===== src/rtl/gate_seq_pkg.sv =====
// Shared types for the gate vector sequencer: FSM state encoding,
// settle-counter width and the vector-count helper.
package gate_seq_pkg;

    typedef enum logic [2:0] {
        ST_IDLE,
        ST_DRIVE,
        ST_SETTLE,
        ST_SAMPLE,
        ST_DONE
    } state_t;

    // Settle interval is at most 255 cycles.
    localparam int SETTLE_W = 8;

    // Number of input vectors a sweep walks for an n-input gate.
    function automatic int vec_count(input int n);
        return 1 << n;
    endfunction

endpackage


===== src/rtl/gate_settle_timer.sv =====
// Loadable down-counter that times the settle interval. The value is loaded
// with the settle length; expired is high in the cycle whose closing edge
// brings the count to zero, so a load of S yields exactly S waiting cycles.
module gate_settle_timer
    import gate_seq_pkg::*;
(
    input  logic                clk,
    input  logic                rst_n,
    input  logic                load,
    input  logic [SETTLE_W-1:0] settle_val,
    output logic                expired
);

    logic [SETTLE_W-1:0] cnt_q, cnt_d;

    // Next count: load wins, otherwise count down and park at zero.
    always_comb begin
        cnt_d = cnt_q;
        if (load) begin
            cnt_d = settle_val;
        end else if (cnt_q != '0) begin
            cnt_d = cnt_q - SETTLE_W'(1);
        end
    end

    // Count register with synchronous active-low reset.
    always_ff @(posedge clk) begin
        if (!rst_n) begin
            cnt_q <= '0;
        end else begin
            cnt_q <= cnt_d;
        end
    end

    assign expired = !load && (cnt_q == SETTLE_W'(1));

endmodule


===== src/rtl/gate_vector_seq.sv =====
// Clocked stimulus sequencer and checker for a combinational N_IN-input gate.
// Walks every input vector, waits SETTLE cycles, samples gate_in against the
// TRUTH table and reports err_cnt / pass / done.
// Optional feature: define FIRST_FAIL_CAPTURE_EN to add fail_valid/fail_vec,
// which latch the index of the first mismatching vector of a sweep.
module gate_vector_seq
    import gate_seq_pkg::*;
#(
    parameter int                      N_IN   = 2,
    parameter int                      SETTLE = 4,
    parameter logic [(1<<N_IN)-1:0]    TRUTH  = 4'b1110
) (
    input  logic            clk,
    input  logic            rst_n,
    input  logic            start,
    input  logic            gate_in,
    output logic [N_IN-1:0] vec_out,
    output logic            busy,
    output logic            done,
    output logic            pass,
    output logic [N_IN:0]   err_cnt
`ifdef FIRST_FAIL_CAPTURE_EN
    ,
    output logic            fail_valid,
    output logic [N_IN-1:0] fail_vec
`endif
);

    localparam int                  NVEC     = vec_count(N_IN);
    localparam logic [N_IN-1:0]     LAST_IDX = N_IN'(NVEC - 1);
    localparam logic [SETTLE_W-1:0] SETTLE_V = SETTLE_W'(SETTLE);

    state_t          state_q, state_d;
    logic [N_IN-1:0] idx_q, idx_d;
    logic [N_IN-1:0] vec_q, vec_d;
    logic [N_IN:0]   err_q, err_d;
    logic            busy_q, busy_d;
    logic            done_q, done_d;
    logic            pass_q, pass_d;
`ifdef FIRST_FAIL_CAPTURE_EN
    logic            fv_q, fv_d;
    logic [N_IN-1:0] fvec_q, fvec_d;
`endif

    logic timer_load;
    logic timer_expired;
    logic mismatch;

    gate_settle_timer u_timer (
        .clk        (clk),
        .rst_n      (rst_n),
        .load       (timer_load),
        .settle_val (SETTLE_V),
        .expired    (timer_expired)
    );

    assign mismatch = (gate_in != TRUTH[idx_q]);

    // Next-state and datapath: one vector per DRIVE -> SETTLE -> SAMPLE pass.
    always_comb begin
        state_d    = state_q;
        idx_d      = idx_q;
        vec_d      = vec_q;
        err_d      = err_q;
        busy_d     = busy_q;
        done_d     = done_q;
        pass_d     = pass_q;
        timer_load = 1'b0;
`ifdef FIRST_FAIL_CAPTURE_EN
        fv_d       = fv_q;
        fvec_d     = fvec_q;
`endif
        case (state_q)
            ST_IDLE, ST_DONE: begin
                if (start) begin
                    state_d = ST_DRIVE;
                    idx_d   = '0;
                    err_d   = '0;
                    done_d  = 1'b0;
                    pass_d  = 1'b0;
                    busy_d  = 1'b1;
`ifdef FIRST_FAIL_CAPTURE_EN
                    fv_d    = 1'b0;
                    fvec_d  = '0;
`endif
                end
            end
            ST_DRIVE: begin
                vec_d      = idx_q;
                timer_load = 1'b1;
                state_d    = ST_SETTLE;
            end
            ST_SETTLE: begin
                if (timer_expired) begin
                    state_d = ST_SAMPLE;
                end
            end
            ST_SAMPLE: begin
                if (mismatch) begin
                    err_d = err_q + (N_IN+1)'(1);
`ifdef FIRST_FAIL_CAPTURE_EN
                    if (!fv_q) begin
                        fv_d   = 1'b1;
                        fvec_d = idx_q;
                    end
`endif
                end
                // Terminal check before increment: idx never wraps in a sweep.
                if (idx_q == LAST_IDX) begin
                    state_d = ST_DONE;
                    busy_d  = 1'b0;
                    done_d  = 1'b1;
                    pass_d  = (err_d == '0);
                end else begin
                    idx_d   = idx_q + N_IN'(1);
                    state_d = ST_DRIVE;
                end
            end
            default: begin
                state_d = ST_IDLE;
            end
        endcase
    end

    // State and output registers; reset abandons any sweep in flight.
    always_ff @(posedge clk) begin
        if (!rst_n) begin
            state_q <= ST_IDLE;
            idx_q   <= '0;
            vec_q   <= '0;
            err_q   <= '0;
            busy_q  <= 1'b0;
            done_q  <= 1'b0;
            pass_q  <= 1'b0;
`ifdef FIRST_FAIL_CAPTURE_EN
            fv_q    <= 1'b0;
            fvec_q  <= '0;
`endif
        end else begin
            state_q <= state_d;
            idx_q   <= idx_d;
            vec_q   <= vec_d;
            err_q   <= err_d;
            busy_q  <= busy_d;
            done_q  <= done_d;
            pass_q  <= pass_d;
`ifdef FIRST_FAIL_CAPTURE_EN
            fv_q    <= fv_d;
            fvec_q  <= fvec_d;
`endif
        end
    end

    assign vec_out = vec_q;
    assign busy    = busy_q;
    assign done    = done_q;
    assign pass    = pass_q;
    assign err_cnt = err_q;
`ifdef FIRST_FAIL_CAPTURE_EN
    assign fail_valid = fv_q;
    assign fail_vec   = fvec_q;
`endif

endmodule


===== config.mk =====
export PLATFORM = sky130hd
export DESIGN_NAME = gate_vector_seq
export DESIGN_NICKNAME = d
export VERILOG_FILES = /design/src/rtl/gate_seq_pkg.sv /design/src/rtl/gate_settle_timer.sv /design/src/rtl/gate_vector_seq.sv
export SDC_FILE = /design/constraint.sdc
export NUM_CORES = 1
export LEC_CHECK = 0
export ABC_AREA = 1
export BUFFER_PORTS_ARGS = -buffer_cell sky130_fd_sc_hd__buf_2
export CAP_MARGIN = 20
export CORE_MARGIN = 5
export CORE_UTILIZATION = 35
export CTS_CLUSTER_DIAMETER = 80
export DETAILED_ROUTE_END_ITERATION = 8
export GPL_ROUTABILITY_DRIVEN = 0
export PLACE_DENSITY = 0.61
export SLEW_MARGIN = 15
export SYNTH_ARGS = -nofsm -noshare
export SYNTH_HDL_FRONTEND = slang
export SYNTH_SLANG_ARGS = --single-unit

===== constraint.sdc =====
create_clock -name clk -period 1.85 [get_ports clk]
set_input_delay 0.185 -clock clk [delete_from_list [all_inputs] [get_ports clk]]
set_output_delay 0.185 -clock clk [all_outputs]
set_load 0.03 [all_outputs]

After elaboration in Yosys (flattened, before gate mapping)
Cells that the tools add are included.
Storage, ports and cells
  bits in registers: 21
  bits of input ports: 4
  output and inout bits: 8
  logic and storage cells: 62
Cells by class
  $add $sub $neg: 3
  magnitude comparators: 1
  eq/ne operators: 11
  muxes and demuxes: 24
  bitwise logic cells: 1
  reduce and logical (&&, ||, !) cells: 13
Operators by type and width (count)
  $mux 3: 8
  $pmux 3 s4: 1
  $eq 8x1->1 const B: 1
  $ne 2x2->1 const B: 4
  $reduce_bool 8->1: 1
  $sub 8x1->8 const B: 1
  $mux 1: 7
  $eq 3x2->1 const B: 2
  $logic_not 3->1: 2
  $pmux 1 s2: 3
  $pmux 3 s2: 1
  $reduce_and 3->1: 2
  $mux 2: 2
  $pmux 2 s2: 1
  $reduce_and 2->1: 2
  $reduce_bool 2->1: 2
  $reduce_or 2->1: 2
  $add 3x1->3 const B: 1
  $eq 3x1->1 const B: 1
  $eq 3x3->1 const B: 1
  $lt 2x3->1 const B: 1
  $add 2x1->2 const B: 1
  $bmux 1 s2: 1
  $eq 2x2->1 const B: 1
  other kinds (4): 4

Longest topological paths before layout
Gate-level depths: netlist of run 1.
  depth in word-level cells: 8
  mapped depth: 9

Cells and area by module
From an unflattened synthesis of run 1, not the netlist that was laid out.
Unflattened totals
  cells, all modules: 186
  area total of the unflattened synthesis: 1224.9 sq um
By module, submodules not included
  gate_vector_seq: instances 1, cells an instance 101, area an instance 685.7 sq um
  gate_settle_timer: instances 1, cells an instance 85, area an instance 539.3 sq um

Least setup slack after synthesis of run 1
No wires, ideal clock.
  kind: reg-to-reg
  from: reg err_q[0] (netlist: err_cnt[0])
  to: reg pass_q (netlist: pass)
  setup time: 113 ps
  arrival time: 1198 ps
  data required time: 1737 ps
  setup slack: 539 ps
  stages on the path, launching flop included: 7
  path buffers: 0
  period minus slack after synthesis: 1311 ps
  path through: dfxtp_1 -> ha_1 -> nor2_1 -> o21ai_0 -> nand2_1 -> nand3_2 -> a21oi_2
Between the ends
  cells in the longest elaborated chain, start to end: 6
RTL lines
  from (decl): RTL line gate_vector_seq.sv:36  | logic [N_IN:0] err_q, err_d;
  from (signal assigned): RTL line gate_vector_seq.sv:143  | err_q <= err_d;
  $add 3x1->3: RTL line gate_vector_seq.sv:100  | err_d = err_q + (N_IN+1)'(1);
  $mux 3 (*): RTL line gate_vector_seq.sv:99  | if (mismatch) begin
  $mux 3 (*): RTL line gate_vector_seq.sv:73  | case (state_q)
  $logic_not 3->1 (*): RTL line gate_vector_seq.sv:113  | pass_d = (err_d == '0);
  $mux 1 (*): RTL line gate_vector_seq.sv:109  | if (idx_q == LAST_IDX) begin
  $pmux 1 s2 (*): RTL line gate_vector_seq.sv:73
  to (signal assigned): RTL line gate_vector_seq.sv:146  | pass_q <= pass_d;
  to (decl): RTL line gate_vector_seq.sv:39  | logic pass_q, pass_d;
Mark *: on every way between the ends. The rest lies on a longest branch, timed or not. The select of a mux whose other input is x is not followed.
A chain may end at the register's enable or synchronous reset.

Worst setup path in the final report of run 1
  from: reg idx_q[0]
  to: reg pass_q (netlist: pass)
Between the ends
  cells in the longest elaborated chain, start to end: 8
  elaborated cells between the ends (all ways): 11
RTL lines
  from (decl): RTL line gate_vector_seq.sv:34  | logic [N_IN-1:0] idx_q, idx_d;
  from (signal assigned): RTL line gate_vector_seq.sv:141  | idx_q <= idx_d;
  $bmux 1 s2: RTL line gate_vector_seq.sv:57  | assign mismatch = (gate_in != TRUTH[idx_q]);
  $mux 1 (implied by the code): RTL line gate_vector_seq.sv:57
  $ne 1x1->1: RTL line gate_vector_seq.sv:57
  $mux 3: RTL line gate_vector_seq.sv:99
  $mux 3: RTL line gate_vector_seq.sv:73
  $logic_not 3->1: RTL line gate_vector_seq.sv:113
  $mux 1: RTL line gate_vector_seq.sv:109
  $pmux 1 s2: RTL line gate_vector_seq.sv:73
Parallel ways exist; a longest one is shown, timed or not. The select of a mux whose other input is x is not followed.

==> impl_metrics.toml, run 1 <==
[sta]
worst_slew_pin_slew_ns = 0.245
rsz0062_at_grt = "no"
clock.fmax_ghz = 0.738
fin_worst_skew_ns = 0.00290
setup_ws_ns = 0.495
hold_viol = 0
slew_violations = 0
setup_violations = 0
maxSlewHeadroom = 0.835
finalCritPeriodShare = 0.732
finalSetupTns_ns = 0
period_needed_ns = 1.36

[global_routing]
grt_pass1_vias = 974
antenna_found_initial = 0
grt_start_max_net_pins = 13
grt_pass1_wl_um = 3930
track_usage = 0.111
gr-total-overflow = 0

[clock_tree]
clock_path_buffers = 2
htree_num_levels = 1
cts_made_buffers = 3
cts_sinks = 21
clk_latency_ns = 0.31
path_clk_slew_ns = 0.12
holdBufCountCts = 0
cts_setup_buffers = 0
cts_tree = "built"
cts_resized = 0
cts-root-buf = "clkbuf_4"

[power_and_ir_drop]
power_density_nw_per_um2 = 1220
peakVddDrop_mv = 0.435
leakagePower_nw = 0.594

[placed_design]
dp_slack_ns = 0.536
dp_cells = 206
io_buffers = 11
dp_hpwl_um = 1790

[floorplanning]
ios = 12
fp.dieArea_um2 = 4550
row_count = 20
die_height_um = 67.5
coreArea_um2 = 3100
die-width_um = 67.5
initial_core_util = 0.373

[yosys]
synth_nets = 161
ys_top_cells_by_area = "dfxtp_1 (36%), nand2_1 (9.1%), ha_1 (6.5%), inv_1 (6.5%), a21oi_1 (5.2%)"
synth_mux_area_frac = 0
synthAdderAreaFrac = 0.0649
synthSimpleGateAreaFrac = 0.325
synth_top_cell_by_area = "dfxtp_1"
synth.distinct_cells = 26
synth_top_area_share = 0.364
synth-compound-area-share = 0.121
ys_seq_elements = 21
synth_top_family_by_area = "simple AND/OR/NAND/NOR gates"
synth.yosys.seq_area_share = 0.364
syn_area_per_cell_um2 = 7.66
synthesis.area_um2 = 1160
synth_warnings = 0
synthCells = 151
synth_xor_area_frac = 0.0303

[routing]
drtIter0Drc = 25
post_drt_wl_per_cell_um = 10.4
ant_nets = 0
first_pass_iters = 4
viasPerCell = 4.60
vias = 967
routed_wl_um = 2190
drcViolationCount = 0

[final_layout]
area_growth_pct = 11.9
nets = 177
antenna_cells = 0
drive_above_1_share = 0.283
instances_no_fill = 210
final_cell_mix = "nand2_1 (28), dfxtp_1 (21), inv_1 (20)"
final_common_cell = "nand2_1"

[worst_setup_path]
end_kind = "flop"
criticalPathCategory = "reg -> reg"
crit_fanout = 5
crit_arrival_ns = 1.61
crit_required_ns = 2.10
critical_path.startpoint_type = "flop"

[flow_run]
maxCapViolCount = 0

[outcome]
status = "completed"

[worst_hold_path]
min-delay-path-class = "in -> reg"
report_power, final:
part	internal, mW	switching [mW]	leakage (nW)
Clock	0.0807	0.146	0.0177
Combinational	0.269	0.457	0.404
Sequential	0.544	0.0814	0.172
stage by stage:
stage	total power [mW]	area (um^2)	hold WS (ns)	utilization
CTS	1.60	1290	0.158	0.417
global placement	1.34	1270	0.439	0.408
global route	1.74	1290	0.170	0.417
detailed placement	1.37	1270	0.437	0.408
finish	1.58	1290	0.173	0.417
floorplan	1.23	1160	0.321	-
state kept, by name, summed over array words and instances (netlist names):
name           cells
done               1
pass               1
err_cnt            3
vec_out            2
u_timer.cnt_q      8
busy               1
idx_q              2
state_q            3
cells by family after synthesis:
logic type | count (synthesis)
buf+inv | 28
fa+ha+maj | 6
flops | 21
simple gates | 68
xor+xnor | 4
compound gates | 24
routing by layer:
layer	routed length (um)	global-route usage	up-vias
met1	961	0.119	448
met3	47	0.0166	4
met5	0	0	-
met4	30	0.0481	0
li1	-	-	509
met2	1150	0.211	6
synthesized netlist by cell type:
master     n
nand2_1   28
dfxtp_1   21
inv_1     20
a21oi_1   12
nor2_1    11
inv_2      7
ha_1       6
nand3_1    6
a21oi_2    4
nand2_2    4
nor2_2     4
o21ai_0    4
xor2_1     4
nand2_4    3
nand3_2    3
nor2_4     3
nand4_1    2
a22oi_1    1
a31oi_1    1
clkinv_4   1
nand3_4    1
nor3_1     1
nor3_2     1
o21ai_1    1
o22ai_1    1
or2_2      1
final cells by class:
class	instances	area, um^2
fillers	332	1810
multi-input cells	102	626
flip-flops and latches	21	420
inverters	28	110
repair buffers	11	55.1
well taps	44	55.1
clock buffers	3	22.5
clock inverters	1	5.00
path summary, 6_finish.rpt:
path,start,to,slack (ns),cells past startpoint
min reg2reg,vec_out[1]$_SDFFE_PN0N_,vec_out[1]$_SDFFE_PN0N_,0.45,2
min,rst_n,pass$_SDFFE_PN0P_,0.17,3
max,idx_q[0]$_SDFFE_PN0P_,pass$_SDFFE_PN0P_,0.49,9
max reg2reg,idx_q[0]$_SDFFE_PN0P_,pass$_SDFFE_PN0P_,0.49,9
worst max-delay path: stages, from the launching register on:
cell and delay (ns):
dfxtp_1 0.41, inv_1 0.06, ha_1 0.22, inv_1 0.08, nand2_1 0.07, nand2_1 0.07
o21ai_0 0.11, nand2_1 0.09, nand3_2 0.08, a21oi_2 0.11
(Power assumes the default switching activity.)
==> inputs of run 2 (changes only) <==
- clock period: 1.85 -> 1.3 ns (I/O delays scaled with it)
==> run 2 against run 1 <==
  * Fmax rose by 9.2%
  * Sequential cell count did not move
  * Final area rose by 4.0%
  * Largest cell class unchanged
  * Critical path depth did not move
  * Register-to-register slack got worse by 0.44 ns
  * Die area did not move
  * Via count rose by 1.7%
  * Hold slack got worse by 0.064 ns
==> impl_metrics.toml, run 2 (synthesized netlist as in run 1, its figures left out) <==
[floorplanning]
die-width_um = 67.5
row_count = 20
ios = 12
initial_core_util = 0.373
fp.dieArea_um2 = 4550
die_height_um = 67.5
coreArea_um2 = 3100

[worst_setup_path]
reg2reg_to = "pass$_SDFFE_PN0P_"
cpLargestDelayFamily = "simple AND/OR/NAND/NOR gates"
crit_fanout = 4
rrSetupSlack_ns = 0.06
reg2reg_depth = 9
reg2reg_from = "idx_q[1]$_SDFFE_PN0P_"
path_buf_inv = 2
cpMaxStageDelayCell = "dfxtp_4"
cp_num_cells = 9
crit_arrival_ns = 1.48
crit_path_cell_trace = "inv_1 > ha_2 > inv_1 > nand2_1 > nand2_2 > nand2_1 > nand2_1 > nand3_2 > a21oi_2"
crit_required_ns = 1.54
critical_path.startpoint_type = "flop"
startpoint = "idx_q[1]$_SDFFE_PN0P_"
slowest_delay_ns = 0.38
crit_end = "pass$_SDFFE_PN0P_"
criticalPathCategory = "reg -> reg"
end_kind = "flop"
cpMostUsedCell = "nand2_1"

[clock_tree]
cts_sinks = 21
htree_num_levels = 1
clock_path_buffers = 2
cts_tree = "built"
path_clk_slew_ns = 0.13
cts-root-buf = "clkbuf_4"
holdBufCountCts = 0
clk_latency_ns = 0.30
cts_made_buffers = 3

[placed_design]
dp_cells = 207
io_buffers = 11
placed_cell_area_um2 = 1270
dp_hpwl_um = 1790

[sta]
period_needed_ns = 1.24
fin_worst_skew_ns = 0.0124
clock.fmax_ghz = 0.806
rsz0062_at_grt = "yes"
finalCritPeriodShare = 0.955
slew_violations = 0
hold_viol = 0
finalSetupTns_ns = 0
worst_slew_pin_slew_ns = 0.213
setup_violations = 0
maxSlewHeadroom = 0.858

[global_routing]
gr-total-overflow = 0
track_usage = 0.112
grt_pass1_vias = 1000
antenna_found_initial = 0
grt_pass1_wl_um = 3890
grt_start_max_net_pins = 13

[final_layout]
multi_input_area_um2 = 648
nets = 180
fin_util = 0.433
fin_area_um2 = 1350
top_register = "u_timer.cnt_q"
final_cell_mix = "nand2_1 (26), inv_1 (20), dfxtp_1 (18)"
instances_no_fill = 213
drive_above_1_share = 0.355
largest_reg_flops = 8
antenna_cells = 0
final_common_cell = "nand2_1"
filler_cell_count = 343
area_growth_pct = 16.3
ff_latch_area_um2 = 427

[routing]
viasPerCell = 4.62
post_drt_wl_per_cell_um = 10.5
drtIter0Drc = 31
ant_nets = 0
drcViolationCount = 0
vias = 983
routed_wl_um = 2250
first_pass_iters = 4

[power_and_ir_drop]
power_mw = 2.25
peakVddDrop_mv = 0.598
leakagePower_nw = 0.610
power_density_nw_per_um2 = 1670

[outcome]
status = "completed"

[worst_hold_path]
min-delay-path-class = "in -> reg"

[flow_run]
maxCapViolCount = 0
run 2: cell count changes in the layout (fill, tap and decap cells not counted), moves of 2 or more:
cell     before  now
buf_4         0    3
dfxtp_1      21   18
dfxtp_2       0    2
nand2_1      28   26
nand2_2       4    6
run 2: power by group:
| group | total [mW] | switching (mW) | internal [mW] |
|---|---|---|---|
| clock network | 0.317 | 0.202 | 0.115 |
| logic | 1.04 | 0.648 | 0.389 |
| registers | 0.892 | 0.119 | 0.773 |
| total | 2.25 | 0.969 | 1.28 |
run 2: how the worst min path moves through the flow:
stage	end	slack, ns	cells after the start	startpoint
2_1_floorplan	pass$_SDFFE_PN0P_	0.27	2	rst_n
3_3_place_gp	state_q[0]$_SDFFE_PN0P_	0.44	3	start
3_5_place_dp	pass$_SDFFE_PN0P_	0.44	3	rst_n
4_1_cts	idx_q[0]$_SDFFE_PN0P_	0.1	3	rst_n
5_1_grt	idx_q[0]$_SDFFE_PN0P_	0.10	3	rst_n
6_report	idx_q[0]$_SDFFE_PN0P_	0.11	3	rst_n
run 2: layer usage:
metal | vias up | track usage | part of all wire
met5 | - | 0 | 0
met4 | 0 | 0.0532 | 0.018
met3 | 4 | 0.0250 | 0.025
met2 | 12 | 0.204 | 0.50
met1 | 453 | 0.121 | 0.46
li1 | 514 | - | -
run 2: per-stage QoR:
stage / setup WS, ns / hold WS [ns]
floorplan: 0.00252 / 0.266
global placement: 0.0381 / 0.439
detailed placement: -0.0318 / 0.445
CTS: 0.00734 / 0.0982
global route: -0.0190 / 0.100
finish: 0.0588 / 0.109
run 2: layout make-up:
type                            instances  area share
Tap cell                               44      0.0409
Inverter                               28      0.0819
Sequential cell                        21       0.317
Timing Repair Buffer                   14      0.0577
Multi-Input combinational cell        102       0.482
Clock buffer                            3      0.0167
Clock inverter                          1     0.00372
run 2: what timing repair did:
action	4_1_cts	5_1_grt
setup buffers	1	1
setup endpoints to repair	2	3
pin swaps	0	3
gates resized for setup	2	9
endpoints found under the hold margin	0	0
run 2: worst min-delay path: stages:
cell     delay (ns)
buf_2          0.14
o21ai_1        0.08
a31oi_1        0.04
==> inputs of run 3 (changes only) <==
- CORE_UTILIZATION: 35 -> 42
- PLACE_DENSITY: 0.61 -> 0.69
- clock period: 1.3 -> 1.2 ns (I/O delays scaled with it)
==> run 3 against run 2 <==
  * Core utilization increased by 10 points
  * Non-clock buffer count increased by 5
  * First-iteration DRC count increased by 19%
  * Sequential cell count unchanged
  * Largest cell class unchanged
  * Largest power group unchanged
  * Highest routed layer unchanged
==> impl_metrics.toml, run 3 (synthesized netlist as in run 1, its figures left out) <==
[clock_tree]
clk_latency_ns = 0.32
path_clk_slew_ns = 0.12
cts-root-buf = "clkbuf_4"
cts_sinks = 21
cts_made_buffers = 3
cts_tree = "built"
htree_num_levels = 1
holdBufCountCts = 0
clock_path_buffers = 2

[worst_hold_path]
min-delay-path-class = "in -> reg"

[power_and_ir_drop]
peakVddDrop_mv = 1.29
power_density_nw_per_um2 = 1820
p_int_mw = 1.49
combPwrFrac = 0.484
switching_share = 0.433
p_sw_mw = 1.14
seqPwrFrac = 0.378
leakagePower_nw = 0.642
p_clk_frac = 0.137

[final_layout]
top_register = "u_timer.cnt_q"
fin_util = 0.537
final_cell_mix = "nand2_1 (18), inv_1 (15), nand2_2 (13)"
antenna_cells = 0
final_common_cell = "nand2_1"
largest_reg_flops = 8
drive_above_1_share = 0.500
area_growth_pct = 24.8
fin_area_um2 = 1440
instances_no_fill = 205
nets = 185

[placed_design]
dp_slack_ns = -0.0651
dp_hpwl_um = 1810
dp_cells = 199
placed_cell_area_um2 = 1300
io_buffers = 11

[routing]
post_drt_wl_per_cell_um = 12.6
drcViolationCount = 0
first_pass_iters = 4
vias = 1022
drtIter0Drc = 37
routed_wl_um = 2570
viasPerCell = 4.99
ant_nets = 0

[sta]
setup_ws_ns = 0.000210
setup_violations = 0
worst_slew_pin_slew_ns = 0.195
rsz0062_at_grt = "yes"
slew_violations = 0
fin_worst_skew_ns = 0.00330
clock.fmax_ghz = 0.833
hold_viol = 0
hold_ws_ns = 0.0909
finalCritPeriodShare = 1.00
period_needed_ns = 1.20
maxSlewHeadroom = 0.870

[worst_setup_path]
crit_required_ns = 1.47
criticalPathCategory = "reg -> reg"
crit_fanout = 3
critical_path.startpoint_type = "flop"
end_kind = "flop"
crit_arrival_ns = 1.47
cpMostUsedCell = "nor2_4"
crit_path_cell_trace = "inv_2 > ha_4 > inv_4 > nand2_2 > nand2_4 > nor2_4 > nor2_4 > nand3_2 > a21oi_2"
cpMaxStageDelayCell = "dfxtp_2"
cpLargestDelayFamily = "simple AND/OR/NAND/NOR gates"
slowest_delay_ns = 0.35
path_buf_inv = 2

[floorplanning]
initial_core_util = 0.430
coreArea_um2 = 2690
fp.dieArea_um2 = 3900
row_count = 19
die-width_um = 62.5
ios = 12
die_height_um = 62.5

[global_routing]
gr-total-overflow = 0
grt_pass1_wl_um = 4220
track_usage = 0.131
grt_start_max_net_pins = 13
antenna_found_initial = 0
grt_pass1_vias = 969

[outcome]
status = "completed"

[flow_run]
maxCapViolCount = 0
==> run 3: power by group through the flow <==
stage	logic [mW]	registers, mW	clock network, mW
2_1_floorplan	0.885	1.01	0
3_3_place_gp	1.14	0.975	0
3_5_place_dp	1.19	0.978	0
4_1_cts	1.21	0.967	0.381
5_1_grt	1.43	1.02	0.411
6_report	1.27	0.994	0.361
==> run 3: cell type report <==
cell class | count | area [um^2]
fillers | 246 | 1240
multi-input cells | 102 | 709
flip-flops and latches | 21 | 437
repair buffers | 19 | 115
inverters | 28 | 115
well taps | 31 | 38.8
clock buffers | 3 | 22.5
clock inverters | 1 | 5.00
==> run 3: worst reg2reg max path: cells and delay by family (launching register included) <==
kind            cells  cell delay, ns
simple gates        5            0.41
flops               1            0.35
fa+ha+maj           1            0.17
compound gates      1            0.13
buf+inv             2            0.10
==> run 3: worst paths after layout <==
path / from / endpoint / slack, ns / cells past startpoint
worst max-delay path: idx_q[1]$_SDFFE_PN0P_ / pass$_SDFFE_PN0P_ / 0.0002 / 9
worst min-delay path: rst_n / idx_q[0]$_SDFFE_PN0P_ / 0.09 / 3
worst max register to register: idx_q[1]$_SDFFE_PN0P_ / pass$_SDFFE_PN0P_ / 0.0002 / 9
worst min register to register: vec_out[1]$_SDFFE_PN0N_ / vec_out[1]$_SDFFE_PN0N_ / 0.46 / 2
==> run 3: layer usage <==
metal,share of wire,track usage
met5,0,0
met4,0.031,0.0796
met3,0.026,0.0216
met2,0.50,0.214
met1,0.44,0.160
==> run 3: what timing repair did <==
item / CTS / global route
pin swaps: 4 / 11
endpoints found under the setup margin: 3 / 15
setup buffers: 1 / 1
resized for setup: 12 / 28
==> run 3: stage by stage <==
stage	TNS, ns	power [mW]
after CTS	0	2.56
after global routing	-0.0826	2.86
final	0	2.63
after detailed placement	-0.0707	2.16
after floorplan	0	1.90
after global placement	-0.0117	2.12
